==> config.mk <==
export PLATFORM = sky130hd
export DESIGN_NAME = dbf_weight_sched
export DESIGN_NICKNAME = d
export VERILOG_FILES = /design/src/rtl/dbf_weight_sched.sv
export SDC_FILE = /design/constraint.sdc
export NUM_CORES = 1
export LEC_CHECK = 0
export CAP_MARGIN = 20
export CORE_MARGIN = 5
export CORE_UTILIZATION = 30
export DETAILED_ROUTE_END_ITERATION = 16
export PLACE_DENSITY = 0.51
export SLEW_MARGIN = 20
export SYNTH_ARGS = -nofsm -noshare
export SYNTH_HDL_FRONTEND = slang
export SYNTH_SLANG_ARGS = --single-unit
==> constraint.sdc <==
create_clock -name clk -period 3.1 [get_ports clk]
set_input_delay 0.62 -clock clk [delete_from_list [all_inputs] [get_ports clk]]
set_output_delay 0.62 -clock clk [all_outputs]
set_load 0.05 [all_outputs]
==> src/rtl/dbf_weight_sched.sv <==
// Per-channel complex weight scheduler feeding the DBF multiply cell.
// Pairs each interleaved I/Q sample with its {beam,ch} weight, 1-cycle latency.
module dbf_weight_sched #(
    parameter int N_CH   = 8,
    parameter int N_BEAM = 4,
    parameter int DW     = 16,
    localparam int CW    = $clog2(N_CH),
    localparam int BW    = (N_BEAM > 1) ? $clog2(N_BEAM) : 1
) (
    input  logic          clk,
    input  logic          rst_n,
    input  logic          wr_en,
    input  logic [BW-1:0] wr_beam,
    input  logic [CW-1:0] wr_ch,
    input  logic [DW-1:0] wr_real,
    input  logic [DW-1:0] wr_imag,
    input  logic [BW-1:0] beam_sel,
    input  logic          in_valid,
    input  logic          in_sof,
    input  logic [DW-1:0] in_I,
    input  logic [DW-1:0] in_Q,
    output logic          data_in_valid,
    output logic [DW-1:0] dataI,
    output logic [DW-1:0] dataQ,
    output logic [DW-1:0] ph_real,
    output logic [DW-1:0] ph_image,
    output logic [CW-1:0] ch_idx,
    output logic [BW-1:0] beam_act,
    output logic          frame_done,
    output logic          frame_err
);

    localparam logic [0:0] IDLE = 1'b0;
    localparam logic [0:0] RUN  = 1'b1;
    localparam int         DEPTH = 1 << (BW + CW);

    logic [0:0]       state;
    logic [CW-1:0]    ch_cnt;
    logic [7:0]       gap_cnt;
    logic [2*DW-1:0]  mem [DEPTH];

    logic             sof_hit;
    logic             emit;
    logic             last;
    logic             resync;
    logic             timeout;
    logic [CW-1:0]    ch_nxt;
    logic [BW-1:0]    beam_nxt;
    logic [BW+CW-1:0] rd_addr;
    logic [BW+CW-1:0] wr_addr;

    always_comb begin
        sof_hit  = in_valid & in_sof;
        emit     = sof_hit | (in_valid & (state == RUN));
        ch_nxt   = sof_hit ? '0 : ch_cnt;
        beam_nxt = sof_hit ? beam_sel : beam_act;
        last     = emit & (ch_nxt == CW'(N_CH - 1));
        resync   = (state == RUN) & sof_hit;
        timeout  = (state == RUN) & ~in_valid & (gap_cnt == 8'hff);
        rd_addr  = {beam_nxt, ch_nxt};
        wr_addr  = {wr_beam, wr_ch};
    end

    // Table has no reset; a read and write to one address in a cycle returns the old entry.
    always_ff @(posedge clk) begin
        if (wr_en)
            mem[wr_addr] <= {wr_imag, wr_real};
    end

    always_ff @(posedge clk or negedge rst_n) begin
        if (!rst_n) begin
            state    <= IDLE;
            ch_cnt   <= '0;
            gap_cnt  <= '0;
            beam_act <= '0;
        end else begin
            if (state == IDLE || in_valid)
                gap_cnt <= '0;
            else if (!timeout)
                gap_cnt <= gap_cnt + 8'd1;

            if (timeout) begin
                state  <= IDLE;
                ch_cnt <= '0;
            end else if (emit) begin
                state  <= last ? IDLE : RUN;
                ch_cnt <= last ? '0 : ch_nxt + CW'(1);
            end

            if (sof_hit)
                beam_act <= beam_sel;
        end
    end

    // Data and weight outputs only move on an emitted sample so they hold across gaps.
    always_ff @(posedge clk or negedge rst_n) begin
        if (!rst_n) begin
            data_in_valid <= 1'b0;
            frame_done    <= 1'b0;
            frame_err     <= 1'b0;
            dataI         <= '0;
            dataQ         <= '0;
            ph_real       <= '0;
            ph_image      <= '0;
            ch_idx        <= '0;
        end else begin
            data_in_valid <= emit;
            frame_done    <= last;
            frame_err     <= resync | timeout;
            if (emit) begin
                dataI               <= in_I;
                dataQ               <= in_Q;
                ch_idx              <= ch_nxt;
                {ph_image, ph_real} <= mem[rd_addr];
            end
        end
    end

endmodule

# Word level (Yosys, flattened, before mapping)
# Memories as Yosys holds them, arrays and structs flattened. A register that Yosys moved wholly into a read port is not among the register bits.
# Cells that the tools add are included.
# Widths: inputs -> output; s select.
[word_totals] in_bits=76 memories=1 latch_bits=0 output_inout_bits=72 romBits=0 wordCells=41 reg_bits=52 ram_bits=1024
[op_classes] n_bitwise=10 magnitude_cmp=0 div=0 muxes=12 mul=0 shifts=0 n_reduce_logical=3 eq_ne=3 n_addsub=2
[memory_table] memory="mem" words=32 word_bits=32 rd=1 rd_clocked_by_memory_dff=1 write_ports=1 line_no="40" text="logic [2*DW-1:0] mem [DEPTH];"
[ops] cell="$mux 8" n=2
[ops] cell="$mux 3" n=4
[ops] cell="$add 8x1->8 const B" n=1
[ops] cell="$eq 8x8->1 const B" n=1
[ops] cell="$and 1x1->1" n=6
[ops] cell="$mux 1" n=5
[ops] cell="$add 3x1->3 const B" n=1
[ops] cell="$eq 3x3->1 const B" n=1
[ops] cell="$mux 2" n=1
[ops] cell="$ne 2x1->1 const B" n=1
[ops] cell="$not 1->1" n=2
[ops] cell="$or 1x1->1" n=2
[ops] cell="$reduce_bool 2->1" n=1
[ops] cell="$logic_not 1->1" n=1
[ops] cell="$logic_or 1x1->1" n=1

# Longest topological paths before layout
# Gate-level depths: netlist (run 1).
[logic_depth] word_depth=7 mapped_depth=11 mapped_depth_nobuf=8

# Least setup slack after synthesis (run 1)
# OpenSTA, ideal clock, no wires.
[synth_timing] path_type="input to register" from="input port wr_ch[1]" to="memory mem[12][0] (netlist name) (enable)" required_ns=2.679 arrival_ns=2.633 path_slack_ns=0.046 setup_ns=0.421 cell_stages=3 path_cell_list="or3b_2 > clkbuf_1 > nor2_1"
[synth_rtl] item="start: declaration" line_no="14" text="input logic [CW-1:0] wr_ch,"
[synth_rtl] item="end: declaration" line_no="40"
# No word-level cell before the write port.

# Worst setup path in the final report (run 1)
[layout_timing] from="register beam_act[1]" to="output port beam_act[1]"
[layout_rtl] item="start: declaration" line_no="28" text="output logic [BW-1:0] beam_act,"
[layout_rtl] item="start signal: assignment" line_no="91" text="beam_act <= beam_sel;"
# No word-level cell between the ends.

==> flow_summary.json, run 1 <==
{
  "status": "finished, final reports clean",
  "mostFrequentLayoutCell": "sky130_fd_sc_hd__edfxtp_1",
  "drt.antenna.violating_nets": 0,
  "wl_um": 148000,
  "post_cts_resize_count": 0,
  "placed_area_mm2": 0.0506,
  "static-leakage-power_nw": 17.5,
  "instances_no_fill": 5327,
  "h-tree-depth": 3,
  "yosys_warnings": 0,
  "power-per-cell-area_mw_per_mm2": 764,
  "cts.clk_slew.worst_paths_ns": 0.06,
  "reg2reg_slack_ns": 0.48,
  "port-buffer-count": 147,
  "post_route_cells_drive_above_1_share_pct": 15.3,
  "tcrit_tclk_final_pct": 94.1,
  "drv.max_cap_violation_count": 0,
  "synth_enable_flop_cells": 1024,
  "die_height_um": 396,
  "wire_length_of_the_first_global_routing_pass_um": 210000,
  "nets": 3369,
  "hold_violations": 0,
  "setup_viol_count_final": 0,
  "worstRegToRegCells": 8,
  "grt_max_degree": 81,
  "synth_top_flop_cell": "sky130_fd_sc_hd__edfxtp_1",
  "final_cell_mix": "sky130_fd_sc_hd__edfxtp_1, sky130_fd_sc_hd__nor2b_1, sky130_fd_sc_hd__a31oi_1",
  "antenna_found_initial": 4,
  "timing.fmax_mhz": 343,
  "pwr-share-seq_pct": 41.8,
  "synth_nets": 3126,
  "layout.cell_area.non_filler_mm2": 0.0545,
  "placement_rows": 141,
  "hold_path.class": "in -> reg",
  "clock_tree_from_tritoncts": "yes",
  "post_cts.repair.setup_buffers": 0,
  "area_growth_pct": 21.7,
  "final.setup_skew_ns": 0.0554,
  "crit_start": "beam_act[1]",
  "startpoint_type_of_the_worst_setup_path": "register",
  "per_cell_routed_wire_length_um": 27.8,
  "critical_path.n_buffers_inverters": 1,
  "via_total_after_detailed_routing": 28900,
  "synthesis.instances": 3048,
  "synthArstFlopShare_pct": 7.58,
  "grt_use_total_pct": 18.4,
  "floorplan.core_area_mm2": 0.148,
  "worst_ep_required_time_ns": 2.48,
  "detailedPlacementHpwl_um": 82600,
  "source_to_sink_clock_delay_at_the_later_pin_of_the_worst_skew_pair_ns": 0.74,
  "io_pins": 148,
  "yosysSeqAreaShare_pct": 73.4,
  "tns_ns": 0,
  "worst_setup_path_endpoint": "beam_act[1]",
  "crit_type": "reg -> out",
  "clock_power_share_pct": 33.6,
  "cts_num_sinks": 1108,
  "synth-seq-cells": 1108,
  "die_width_um": 396,
  "worstMarginPinSlew_ns": 0.767,
  "overflow": 0,
  "drc": 0,
  "worstReg2RegStart": "ch_cnt[0]",
  "critPathTopFamily": "buffers and inverters",
  "post_synth_num_cell_types": 67,
  "endpoint_kind": "output port",
  "switching_share_pct": 31.9,
  "cts.hold.buffers_added": 1,
  "yosys.area.top_type": "sky130_fd_sc_hd__edfxtp_1",
  "grt_pass1_vias": 28600,
  "combPwrFrac_pct": 24.7,
  "crit_fanout": 2,
  "timing.final.max_slew_violations": 0,
  "cp_cell_sequence": "clkdlybuf4s50_1",
  "root_buffer": "sky130_fd_sc_hd__clkbuf_16",
  "synth_top_cells_by_area": "sky130_fd_sc_hd__edfxtp_1, sky130_fd_sc_hd__dfrtp_1, sky130_fd_sc_hd__nor2b_1, sky130_fd_sc_hd__a31oi_1, sky130_fd_sc_hd__a221oi_1",
  "final.fill_count": 13900,
  "synth_top_area_share_pct": 68.7,
  "critical_register_to_register_path_endpoint": "ph_image[11]",
  "internal_power_w": 0.0284,
  "arrival_ns": 2.30,
  "grt_setup_unrepaired": "no",
  "path_depth": 1,
  "maximum_count_of_clock_buffers_along_a_single_path": 3,
  "drt-pass1-iter-count": 5,
  "avgSynthCellArea_um2": 14.7,
  "vias_per_cell": 5.43,
  "relSlewSlack_pct": 48.9,
  "netlist_area_mm2": 0.0448,
  "timing.critical_path.slowest_stage_cell": "sky130_fd_sc_hd__clkdlybuf4s50_1",
  "ir_drop_mv": 0.490,
  "cts_made_buffers": 117,
  "gp_routability_congestion": 0.771,
  "floorplan.die_area_mm2": 0.157,
  "floorplan.initialDensity_pct": 30.2,
  "p_sw_w": 0.0133,
  "slowest_delay_ns": 0.92,
  "dp_cells": 5101,
  "final_period_minus_worst_setup_slack_ns": 2.92,
  "drt_iter0_markers": 3099
}
[kinds of logic (layout without fill, tap and decap cells)]
logic type / after synthesis / count (layout) / synth area share, %
compound gates: 899 / 899 / 13.6
other cells: 0 / 3 / 0
xor+xnor: 4 / 4 / 0.0783
simple gates: 685 / 685 / 7.62
flops: 1108 / 1108 / 73.4
fa+ha+maj: 2 / 2 / 0.0559
buf+inv: 258 / 604 / 2.73
mux: 92 / 92 / 2.56
[synthesized netlist by cell type, drive strengths merged, types with 8 or more instances]
master,number
mux4,13
nand2,175
a211oi,8
inv,14
nor3,8
a21oi,167
dfrtp,84
o21ai,173
nand3,65
and2,11
a31oi,178
nor2b,197
buf,143
clkbuf,101
edfxtp,1024
mux2i,31
nand4,15
a2111oi,28
o2111ai,14
nor2,160
a221oi,127
nand2b,22
a221o,34
o22ai,36
a311oi,9
and3,12
mux2,48
o221ai,45
o211ai,28
a21boi,9
[tightest hold or removal path: cells and delay by family]
| kind | cells | cell delay (ns) |
|---|---|---|
| buf+inv | 1 | 0.40 |
| simple gates | 2 | 0.09 |
[routing by layer]
metal	track usage (%)	wire length, um	up-vias
met5	0	0	-
met3	3.97	11800	241
met2	28.8	67500	1217
met1	25.8	64900	14900
li1	-	-	12600
met4	5.30	4120	0
[how the worst min path moves through the flow]
stage                   from           to  cells past startpoint  slack, ns
finish               in_I[5]     dataI[5]                      3       0.42
global placement    dataI[9]     dataI[9]                      2       0.46
CTS                 in_Q[11]    dataQ[11]                      3       0.36
detailed placement  dataQ[3]     dataQ[3]                      2       0.46
floorplan              rst_n  beam_act[0]                      0       0.32
global route         in_Q[6]     dataQ[6]                      3       0.39
[registers in the layout, indices dropped and copies added (netlist names)]
register	count
ph_image	16
beam_act	2
dataI	16
state	1
dataQ	16
ch_cnt	3
data_in_valid	1
mem	1024
frame_err	1
frame_done	1
ch_idx	3
ph_real	16
gap_cnt	8
[per-stage QoR]
step                power [W]  hold slack (ns)  setup slack, ns  util, %
CTS                    0.0419            0.359            0.227     36.8
global placement       0.0280            0.455        -0.000774     34.2
detailed placement     0.0280            0.461         -0.00155     34.2
floorplan              0.0234            0.324           0.0459        -
global route           0.0432            0.388            0.149     36.8
finish                 0.0416            0.420            0.182     36.8
[power groups by stage]
stage | clock network (W) | logic [W] | registers (W)
floorplan | 0 | 0.00509 | 0.0183
global placement | 0 | 0.0102 | 0.0177
detailed placement | 0 | 0.0103 | 0.0177
CTS | 0.0142 | 0.0103 | 0.0174
global route | 0.0148 | 0.0110 | 0.0175
finish | 0.0140 | 0.0103 | 0.0174
[area by class of cell]
| class | count | area, um^2 | share of cell area, % |
|---|---|---|---|
| sequential | 1108 | 32900 | 60.3 |
| multi-input combinational | 1682 | 11000 | 20.2 |
| timing repair buffer | 368 | 4290 | 7.88 |
| clock buffer | 158 | 3220 | 5.92 |
| tap | 1930 | 2410 | 4.43 |
| clock inverter | 64 | 616 | 1.13 |
| inverter | 14 | 57.6 | 0.106 |
| antenna | 3 | 7.51 | 0.0138 |
Note: power is estimated with default switching activity, not from simulation.
==> run 2: changes to the inputs <==
--- a/config.mk
+++ b/config.mk
@@ -6,7 +6,6 @@
 export NUM_CORES = 1
 export LEC_CHECK = 0
 export CAP_MARGIN = 20
-export CORE_MARGIN = 5
 export CORE_UTILIZATION = 30
 export DETAILED_ROUTE_END_ITERATION = 16
 export PLACE_DENSITY = 0.51
==> run 2 against run 1 <==
Worst hold slack improved by 0.0018 ns. Fmax rose by 2.6%. Clock skew shrank 0.0075 ns. Setup slack gained 0.074 ns. Register-to-register slack gained 0.02 ns. Total power is 0.55% higher. Cell count grew 0.41%. Critical path type unchanged. Non-clock buffer count increased by 32. Sequential power is essentially flat. Design area rose by 0.20%.
==> flow_summary.json, run 2 (synthesis gave the netlist of run 1 again) <==
{
  "status": "finished, final reports clean",
  "endpoint_kind": "output port",
  "overflow": 0,
  "arrival_ns": 2.22,
  "timing.fmax_mhz": 352,
  "placement_rows": 141,
  "critical_path.n_buffers_inverters": 1,
  "placement.setup.worst_slack_ns": -0.168,
  "startpoint_type_of_the_worst_setup_path": "register",
  "timing.critical_path.slowest_stage_cell": "sky130_fd_sc_hd__clkdlybuf4s50_1",
  "power_w": 0.0418,
  "via_total_after_detailed_routing": 29100,
  "mostFrequentLayoutCell": "sky130_fd_sc_hd__edfxtp_1",
  "antenna_found_initial": 5,
  "hold_path.class": "in -> reg",
  "placed_area_mm2": 0.0507,
  "final.setup_skew_ns": 0.0479,
  "power-per-cell-area_mw_per_mm2": 767,
  "clock_tree_from_tritoncts": "yes",
  "ir_drop_mv": 0.603,
  "gp_routability_congestion": 0.778,
  "worstReg2RegStart": "ch_cnt[1]",
  "static-leakage-power_nw": 17.6,
  "grt_setup_unrepaired": "no",
  "cp_cell_sequence": "clkdlybuf4s50_1",
  "wl_um": 148000,
  "crit_fanout": 2,
  "cts_num_sinks": 1108,
  "instances_no_fill": 5349,
  "die_height_um": 388,
  "root_buffer": "sky130_fd_sc_hd__clkbuf_16",
  "min_delay_worst_endpoint": "dataQ[9]",
  "nets": 3400,
  "tcrit_tclk_final_pct": 91.7,
  "floorplan.die_area_mm2": 0.151,
  "drv.max_cap_violation_count": 0,
  "post_route_cells_drive_above_1_share_pct": 15.9,
  "slowest_delay_ns": 0.88,
  "final.fill_count": 13900,
  "area_growth_pct": 21.9,
  "floorplan.initialDensity_pct": 30.3,
  "timing.final.max_slew_violations": 0,
  "max_reg_flops": 1024,
  "setup_viol_count_final": 0,
  "wire_length_of_the_first_global_routing_pass_um": 209000,
  "cts_made_buffers": 116,
  "die_width_um": 388,
  "critPathTopFamily": "buffers and inverters",
  "layout.cell_area.non_filler_mm2": 0.0546,
  "worst_ep_required_time_ns": 2.48,
  "post_cts_resize_count": 0,
  "per_cell_routed_wire_length_um": 27.6,
  "reg2reg_slack_ns": 0.50,
  "drc": 0,
  "drt_iter0_markers": 2936,
  "hold_path.startpoint": "in_Q[9]",
  "maximum_count_of_clock_buffers_along_a_single_path": 3,
  "floorplan.core_area_mm2": 0.148,
  "hold_violations": 0,
  "port-buffer-count": 147,
  "grt_pass1_vias": 28300,
  "worstHoldPathCells": 3,
  "h-tree-depth": 3,
  "grt_max_degree": 119,
  "cts.clk_slew.worst_paths_ns": 0.07,
  "hold_ws_ns": 0.422,
  "worstRegToRegCells": 7,
  "grt_use_total_pct": 19.2,
  "io_pins": 148,
  "multi_input_comb_area_mm2": 0.0110,
  "final_cell_mix": "sky130_fd_sc_hd__edfxtp_1, sky130_fd_sc_hd__nor2b_1, sky130_fd_sc_hd__a31oi_1",
  "diode_insertion_count_for_antenna_repair": 0,
  "detailedPlacementHpwl_um": 85400,
  "drt-pass1-iter-count": 5,
  "regMostFlops": "mem",
  "area.sequential_mm2": 0.0329,
  "source_to_sink_clock_delay_at_the_later_pin_of_the_worst_skew_pair_ns": 0.77,
  "final_period_minus_worst_setup_slack_ns": 2.84,
  "vias_per_cell": 5.43,
  "relSlewSlack_pct": 46.6,
  "worst_slack_ns": 0.256,
  "drt.antenna.violating_nets": 0,
  "dp_cells": 5133,
  "critical_register_to_register_path_endpoint": "ph_image[11]",
  "worstMarginPinSlew_ns": 0.802,
  "crit_type": "reg -> out"
}
==> run 2: cell types whose count changed in the layout (fill, tap and decap cells not counted), moves of 3 or more <==
cell and delta:
sky130_fd_sc_hd__clkinv_2 -13, sky130_fd_sc_hd__inv_6 +4, sky130_fd_sc_hd__clkinv_1 -5, sky130_fd_sc_hd__buf_12 -11
sky130_fd_sc_hd__diode_2 -3, sky130_fd_sc_hd__buf_4 +43, sky130_fd_sc_hd__clkbuf_1 +6, sky130_fd_sc_hd__bufinv_16 +4
sky130_fd_sc_hd__clkbuf_16 -3
==> run 2: worst max path at each step <==
stage / start / endpoint / depth (start not counted)
CTS: ph_real[7] / ph_real[7] / 1
floorplan: wr_ch[1] / mem[12][0] / 3
global route: beam_act[1] / beam_act[1] / 1
detailed placement: in_sof / ph_image[11] / 10
global placement: in_sof / ph_image[11] / 10
finish: beam_act[1] / beam_act[1] / 1
==> run 2: routing by layer <==
metal / part of all wire, % / global-route usage (%)
met4: 3.0 / 6.13
met1: 43 / 26.6
met3: 7.8 / 3.78
met5: 0.018 / 0
met2: 46 / 30.3
==> run 2: repair_timing <==
item                                   4_1_cts  5_1_grt
hold buffers                                 1        0
buffers inserted                             0        0
endpoints found under the hold margin       23        0
==> run 2: area by class of cell <==
class	count	share of cell area (%)
sequential	1108	60.2
tap	1930	4.42
timing repair buffer	400	8.06
inverter	14	0.105
clock buffer	161	5.81
multi-input combinational	1682	20.1
clock inverter	54	1.26
==> run 2: report_power, final <==
group | switching [W] | leakage [nW] | internal [W] | total [W]
Combinational | 0.00673 | 5.50 | 0.00355 | 0.0103
Sequential | 0.000552 | 10.2 | 0.0168 | 0.0174
Clock | 0.00603 | 1.87 | 0.00817 | 0.0142
Total | 0.0133 | 17.6 | 0.0285 | 0.0418
==> run 2: stage by stage <==
stage          util (%)  setup TNS [ns]
5_1_grt            36.9               0
3_3_place_gp       34.3          -0.312
3_5_place_dp       34.3          -0.535
6_report           36.9               0
4_1_cts            36.9               0
2_1_floorplan         -               0
==> run 2: tightest hold or removal path, cell delays in order <==
cell and delay, ns:
sky130_fd_sc_hd__clkdlybuf4s50_1 0.39, sky130_fd_sc_hd__nand2_1 0.05, sky130_fd_sc_hd__nand2_1 0.04
